## config.mk

```make
export PLATFORM = sky130hd
export DESIGN_NAME = sdp_ram_rd_if
export DESIGN_NICKNAME = d
export VERILOG_FILES = /design/src/rtl/sdp_ram_rd_if.sv
export SDC_FILE = /design/constraint.sdc
export NUM_CORES = 2
export LEC_CHECK = 0
export ABC_CLOCK_PERIOD_IN_PS = 42400
export BUFFER_PORTS_ARGS = -buffer_cell sky130_fd_sc_hd__buf_2
export CAP_MARGIN = 20
export CORE_MARGIN = 3
export CORE_UTILIZATION = 25
export CTS_BUF_LIST = sky130_fd_sc_hd__clkbuf_8
export CTS_CLUSTER_DIAMETER = 30
export DETAILED_ROUTE_END_ITERATION = 8
export SYNTH_ARGS = -nofsm -noshare
export SYNTH_HDL_FRONTEND = slang
export SYNTH_SLANG_ARGS = --single-unit
```

## constraint.sdc

```tcl
create_clock -name clk -period 42.4 [get_ports clk]
set_input_delay 4.24 -clock clk [delete_from_list [all_inputs] [get_ports clk]]
set_output_delay 4.24 -clock clk [all_outputs]
set_load 0.02 [all_outputs]
```

## src/rtl/sdp_ram_rd_if.sv

```systemverilog
// sdp_ram_rd_if: AXI4 read slave serving INCR bursts from the read port of a
// simple-dual-port RAM. The RAM's fixed read latency is absorbed by a small
// output FIFO. Issue credit is sized so that data already requested always
// has room, which lets RREADY backpressure stall the burst without losing beats.
module sdp_ram_rd_if #(
  parameter int DW          = 512,
  parameter int DD          = 16384,
  parameter int RAM_LATENCY = 1
) (
  input  logic                           clk,
  input  logic                           reset,
  output logic [$clog2(DD)-1:0]          addrb,
  output logic                           rd_en,
  input  logic [DW-1:0]                  dob,
  output logic                           last_word_read,
  input  logic [$clog2(DD*(DW/8))-1:0]   S_AXI_ARADDR,
  input  logic                           S_AXI_ARVALID,
  input  logic [3:0]                     S_AXI_ARID,
  input  logic [7:0]                     S_AXI_ARLEN,
  input  logic [2:0]                     S_AXI_ARSIZE,
  input  logic [1:0]                     S_AXI_ARBURST,
  input  logic                           S_AXI_ARLOCK,
  input  logic [3:0]                     S_AXI_ARCACHE,
  input  logic [3:0]                     S_AXI_ARQOS,
  input  logic [2:0]                     S_AXI_ARPROT,
  output logic                           S_AXI_ARREADY,
  output logic [DW-1:0]                  S_AXI_RDATA,
  output logic [3:0]                     S_AXI_RID,
  output logic [1:0]                     S_AXI_RRESP,
  output logic                           S_AXI_RLAST,
  output logic                           S_AXI_RVALID,
  input  logic                           S_AXI_RREADY
);

  localparam int AW         = $clog2(DD);
  localparam int BW         = $clog2(DD*(DW/8));
  localparam int OFS        = $clog2(DW/8);
  localparam int FIFO_DEPTH = RAM_LATENCY + 2;
  localparam int PW         = $clog2(FIFO_DEPTH);
  localparam int CW         = $clog2(FIFO_DEPTH + 1);
  localparam int SW         = CW + 1;

  typedef enum logic [1:0] {S_IDLE, S_ISSUE, S_DRAIN} state_t;

  state_t          r_state;
  logic            r_arready;
  logic [AW-1:0]   r_addr;
  logic [3:0]      r_id;
  logic [8:0]      r_issue_left;
  logic [8:0]      r_beats_left;

  logic [RAM_LATENCY-1:0] r_vld;
  logic [DW-1:0]   r_fifo_mem [FIFO_DEPTH];
  logic [PW-1:0]   r_wr_ptr;
  logic [PW-1:0]   r_rd_ptr;
  logic [CW-1:0]   r_count;

  logic [CW-1:0]   w_inflight;
  logic [SW-1:0]   w_occupied;
  logic            w_credit;
  logic            w_rd_en;
  logic            w_push;
  logic            w_pop;
  logic            w_rvalid;
  logic            w_rlast;
  logic            w_ar_hs;
  logic            w_unused;

  // Advance a FIFO pointer, wrapping at the (possibly non power-of-2) depth.
  function automatic logic [PW-1:0] f_ptr_inc(input logic [PW-1:0] p);
    return (p == PW'(FIFO_DEPTH - 1)) ? '0 : p + PW'(1);
  endfunction

  // Count reads still travelling through the RAM pipeline.
  always_comb begin
    w_inflight = '0;
    for (int i = 0; i < RAM_LATENCY; i++) begin
      w_inflight = w_inflight + CW'(r_vld[i]);
    end
  end

  assign w_occupied = SW'(r_count) + SW'(w_inflight);
  assign w_credit   = w_occupied < SW'(FIFO_DEPTH);
  assign w_rd_en    = (r_state == S_ISSUE) && w_credit;
  assign w_push     = r_vld[RAM_LATENCY-1];
  assign w_rvalid   = (r_count != '0);
  assign w_pop      = w_rvalid && S_AXI_RREADY;
  assign w_rlast    = w_rvalid && (r_beats_left == 9'd1);
  assign w_ar_hs    = S_AXI_ARVALID && r_arready;

  assign rd_en          = w_rd_en;
  assign addrb          = r_addr;
  assign last_word_read = w_rd_en && (r_addr == AW'(DD - 1));
  assign S_AXI_ARREADY  = r_arready;
  assign S_AXI_RVALID   = w_rvalid;
  assign S_AXI_RDATA    = r_fifo_mem[r_rd_ptr];
  assign S_AXI_RID      = r_id;
  assign S_AXI_RRESP    = 2'b00;
  assign S_AXI_RLAST    = w_rlast;

  // Burst attributes the fabric may drive but this slave does not interpret.
  assign w_unused = ^{S_AXI_ARSIZE, S_AXI_ARBURST, S_AXI_ARLOCK, S_AXI_ARCACHE,
                      S_AXI_ARQOS, S_AXI_ARPROT, S_AXI_ARADDR};

  // Burst control FSM: accept one AR, issue all reads, wait for the RLAST handshake.
  always_ff @(posedge clk) begin
    if (reset) begin
      r_state      <= S_IDLE;
      r_arready    <= 1'b0;
      r_issue_left <= '0;
      r_beats_left <= '0;
    end else begin
      case (r_state)
        S_IDLE: begin
          r_arready <= 1'b1;
          if (w_ar_hs) begin
            r_arready    <= 1'b0;
            r_state      <= S_ISSUE;
            r_issue_left <= {1'b0, S_AXI_ARLEN} + 9'd1;
            r_beats_left <= {1'b0, S_AXI_ARLEN} + 9'd1;
          end
        end
        S_ISSUE: begin
          if (w_rd_en && (r_issue_left == 9'd1)) begin
            r_state <= S_DRAIN;
          end
        end
        S_DRAIN: begin
          if (w_pop && w_rlast) begin
            r_state   <= S_IDLE;
            r_arready <= 1'b1;
          end
        end
        default: begin
          r_state   <= S_IDLE;
          r_arready <= 1'b0;
        end
      endcase
      if (w_rd_en) begin
        r_issue_left <= r_issue_left - 9'd1;
      end
      if (w_pop) begin
        r_beats_left <= r_beats_left - 9'd1;
      end
    end
  end

  // Word address and ID: loaded on AR acceptance, address steps per issued read.
  always_ff @(posedge clk) begin
    if (w_ar_hs) begin
      r_addr <= S_AXI_ARADDR[BW-1:OFS];
      r_id   <= S_AXI_ARID;
    end else if (w_rd_en) begin
      r_addr <= r_addr + AW'(1);
    end
  end

  // RAM latency tracker: one valid bit per read, shifting in step with the RAM pipeline.
  always_ff @(posedge clk) begin
    if (reset) begin
      r_vld <= '0;
    end else begin
      r_vld[0] <= w_rd_en;
      for (int i = 1; i < RAM_LATENCY; i++) begin
        r_vld[i] <= r_vld[i-1];
      end
    end
  end

  // Output FIFO pointers and occupancy.
  always_ff @(posedge clk) begin
    if (reset) begin
      r_wr_ptr <= '0;
      r_rd_ptr <= '0;
      r_count  <= '0;
    end else begin
      if (w_push) begin
        r_wr_ptr <= f_ptr_inc(r_wr_ptr);
      end
      if (w_pop) begin
        r_rd_ptr <= f_ptr_inc(r_rd_ptr);
      end
      case ({w_push, w_pop})
        2'b10:   r_count <= r_count + CW'(1);
        2'b01:   r_count <= r_count - CW'(1);
        default: r_count <= r_count;
      endcase
    end
  end

  // Output FIFO storage: capture RAM data when its read reaches the end of the pipeline.
  always_ff @(posedge clk) begin
    if (w_push) begin
      r_fifo_mem[r_wr_ptr] <= dob;
    end
  end

endmodule

```

======== After elaboration in Yosys (flattened, before gate mapping) ========
Memories as Yosys holds them, arrays and structs flattened. A register that Yosys moved wholly into a read port is not among the register bits.
Cells that the tools add are included.
Widths: inputs -> output; s select.
storage, ports and cells
  bits in registers ....................... 46
  memories kept ........................... 1
  RAM bits ................................ 1536
  latch bits .............................. 0
  ROM bits ................................ 0
  input bits .............................. 565
  output and inout port bits .............. 537
  word-level logic and storage cells ...... 72
cells by class
  multiply operators ...................... 0
  bitwise gates (word level) .............. 1
  add/sub/neg operators ................... 9
  reductions and logical operators ........ 18
  div/mod/pow operators ................... 0
  muxes and demuxes ....................... 20
  equality and inequality tests ........... 12
  shifts and indexed selects .............. 0
  magnitude comparators ................... 1
memory list
  memory      words  bits a word  rd ports  clocked after Yosys merged registers in  wr ports  line  source
  r_fifo_mem  3      512          1         1                                        1         53    logic [DW-1:0] r_fifo_mem [FIFO_DEPTH];
operators with widths
  operator               number
  $mux 9                 4
  $mux 14                2
  $eq 9x1->1 const B     2
  $sub 9x1->9 const B    2
  $add 14x1->14 const B  1
  $eq 14x14->1 const B   1
  $mux 2                 7
  $reduce_bool 2->1      6
  $add 8x1->9 const B    1
  $eq 2x2->1 const B     4
  $logic_and 1x1->1      7
  $add 2x1->2 const B    3
  $pmux 2 s3             1
  $reduce_and 2->1       3
  $eq 2x1->1 const B     2
  $mux 1                 4
  $ne 2x2->1 const B     2
  $pmux 2 s2             1
  $add 2x1->3            1
  $lt 3x2->1 const B     1
  $pmux 1 s3             1
  $reduce_and 3->1       1
  $logic_not 2->1        1
  $ne 2x1->1 const B     1
  2 further kinds        2

======== Depth between registers and ports, before layout ========
  word-level depth ........................ 6
  depth in mapped cells ................... 7
  gate-level depth less buffers ........... 7

======== Worst setup path before layout ========
No wires, ideal clock.
  path type ............................... register to register
  from .................................... register r_vld
  to ...................................... memory r_fifo_mem[0][0], enable pin
  clock period less this slack ............ 36989 ps
  library setup time ...................... 2023 ps
  cell stages (with the launch flop) ...... 3
  path buffers ............................ 0
  required time ........................... 40377 ps
  arrival time ............................ 34966 ps
  slack ................................... 5411 ps
  cells stage by stage .................... dfxtp_1 > inv_1 > nor3_1
between the ends
  word-level cells in the longest chain between the ends .. 2
ends and longest elaborated chain
  what                             line  source
  start, declared                  52    logic [RAM_LATENCY-1:0] r_vld;
  start signal, assigned by index  165   r_vld[i] <= r_vld[i-1];
  $mux 1                           193   if (w_push) begin
  $mux 1 (implied by the code)     194   r_fifo_mem[r_wr_ptr] <= dob;
  end, declared                    53
Every way passes these cells.

==> flow_summary_export.csv <==
group,metric,value,unit
clock_tree,htree_levels,5,
pwr,p_total,3700,µW
sta,min_period,10.87,ns
global_route,grt_pass1_vias,34638,
placement,io_buffer_count,1076,
placement,dpl_worst_slack,32.51,ns
sta,tns,0,ns
drt,totalWireLength,170,mm
pwr,p_leak,0.0247,µW
layout,final_common_cell,"edfxtp_1",
pwr,power_density,49.5,nW/µm²
die,die_x,492,µm
layout,instances_no_fill,8255,
synthesis,synth-main-ff-cell,"edfxtp_1",
sta,hold_violations,0,
synthesis,synth.avg_cell_area,16.7,µm²
worst_setup_path,ff2ff_setup_slack,36.88,ns
synthesis,synth-seq-cells,1584,
global_route,groute.usage.overall,13.4,%
sta,relSlewSlack,33.2,%
synthesis,synth_warnings,0,
sta,final_max_slew_viol_count,0,
layout,fill_cells,22825,
drt,drt_iter0_drc,2530,
die,row_count,177,
status,status,"completed",
clock_tree,ctsHoldBuffers,0,
synthesis,synth_area,59000,µm²
synthesis,seq_area_frac_synth,80.1,%
sta,fin_skew,0.0784,ns
clock_tree,cts_root_buf,"clkbuf_8",
layout,regArea,47300,µm²
sta,rsz0062_at_grt,"false",
synthesis,synth.distinct_cells,52,
worst_setup_path,worstSetupEndpointType,"output port",
drt,postRouteAntennaNets,0,
sta,fin_ws,31.53,ns
clock_tree,cts_made_buffers,329,
placement,routabilityCongestion,0.843,
worst_setup_path,critical_path.max_fanout,77,
synthesis,synthCells,3535,
clock_tree,clk_pin_slew,0.04,ns
die,coreArea,234000,µm²
drt,vias_per_cell,4.22,
die,start_util,25.3,%
clock_tree,cts_setup_buffers,0,
placement,place.detailed.hpwl,118,mm
die,ios,1102,
sta,min_period_over_period,25.6,%
die,dieHeight,492,µm
global_route,grt_pass1_wl,240,mm
job,max-cap-violations,0,
sta,finalSetupViolCount,0,
global_route,grt_overflow,0,
placement,placed_cells,7625,
clock_tree,max-clock-path-buffers,4,
layout,syn_to_final_growth,26.6,%
layout,layout_common_cells,"edfxtp_1 (1,554), buf_2 (1,076), nand2_1 (533)",
clock_tree,cts_num_sinks,1584,
worst_setup_path,required,38.16,ns
pwr,peakVddDrop,29.3,µV
die,die_area,242000,µm²
hold_path,hold_depth,2,
global_route,grt_max_degree,135,
layout,drive_gt1_share,31.5,%
sta,fin_hold_ws,0.495,ns
clock_tree,clock_latency,1.00,ns
clock_tree,cts_resized,0,
drt,routedWlPerCell,20.5,µm
worst_setup_path,worstPathArrival,6.63,ns
drt,firstDrtPassIters,5,
drt,drc,0,
drt,dr_total_vias,34846,
layout,layout.nets,5398,
worst_setup_path,critPathKind,"reg -> out",
hold_path,hold_path_class,"reg -> reg",
global_route,antenna_found_initial,118,
worst_setup_path,start_kind,"flip-flop",
worst_setup_path,r2r_cells,7,
synthesis,synth_edf_count,1554,
sta,worst_pin_slew,1.00,ns
synthesis,synthArstFlopShare,0,%
clock_tree,cts_tree,"built",
sta,fmax,92.0,MHz
layout,multi_input_area,11000,µm²
-- Yosys cell counts (all sizes together) (6+ instances only) --
cell type / number / area (µm²)
nand4: 8 / 50.1
inv: 9 / 33.8
nor2: 29 / 109
nand2: 533 / 2000
a21oi: 27 / 135
edfxtp: 1554 / 46700
nand3: 19 / 95.1
dfxtp: 30 / 601
xnor2: 10 / 87.6
xor2: 7 / 61.3
nor3: 10 / 50.1
buf: 40 / 184
mux2i: 512 / 5120
clkbuf: 140 / 526
ha: 9 / 113
o211ai: 6 / 45.0
or3: 6 / 40.0
a31oi: 9 / 56.3
o21ai: 523 / 2620
-- critical path, cell delays in order, from the launching register on --
cell and delay [ns]:
dfxtp_4 0.94, buf_4 0.75, buf_12 0.53, buf_4 0.70
buf_4 0.72, buf_4 0.59, mux2i_1 0.14, o21ai_0 0.68
buf_2 0.32
-- cell families (layout without fill, tap and decap cells) --
kind of cell | count (synthesis) | in the layout | synth area share, %
AOI/OAI and AO/OA | 584 | 584 | 5.11
xor gates and xnor gates | 17 | 17 | 0.252
adders and majority gates | 9 | 9 | 0.191
buffers and inverters | 191 | 1724 | 1.27
DFF | 1584 | 1584 | 80.1
muxes | 514 | 514 | 8.72
other | 1 | 56 | 0.00635
and+or+nand+nor | 635 | 635 | 4.36
-- per-stage QoR --
stage / utilization, % / area, µm²
2_1_floorplan: - / 59000
3_3_place_gp: 29.2 / 68100
3_5_place_dp: 29.2 / 68100
4_1_cts: 31.9 / 74600
5_1_grt: 32.0 / 74700
6_report: 32.0 / 74700
-- routing by layer --
metal	GRT usage [%]	part of all wire, %
met1	14.9	37
met2	21.9	48
met3	7.04	12
met4	4.66	2.9
met5	0	0.35
-- state kept, by name (all words and copies together), names as in the netlist, named ones only --
name	flops
S_AXI_RID	4
addrb	14
r_count	2
S_AXI_ARREADY	1
r_wr_ptr	2
r_issue_left	9
r_vld	1
r_rd_ptr	2
r_beats_left	9
r_fifo_mem	1536
r_state	2
-- path summary, 6_finish.rpt --
path	from	endpoint
max	flip-flop	S_AXI_RDATA[364]
min	r_rd_ptr[1]	flip-flop
max reg2reg	r_wr_ptr[1]	r_fifo_mem[2][367]
min reg2reg	r_rd_ptr[1]	flip-flop
-- layout make-up --
type / instances / area share [%]
multi-input combinational: 1761 / 14.8
antenna: 54 / 0.181
clock buffer: 336 / 6.19
sequential: 1584 / 63.3
tap: 3132 / 5.24
clock inverter: 240 / 2.44
timing repair buffer: 1137 / 7.88
inverter: 11 / 0.0553
-- where the power goes --
group	switching (µW)	internal, µW
logic	246	123
clock network	655	903
registers	16.0	1760
total	916	2780
Power figures use the tool's default switching activity.
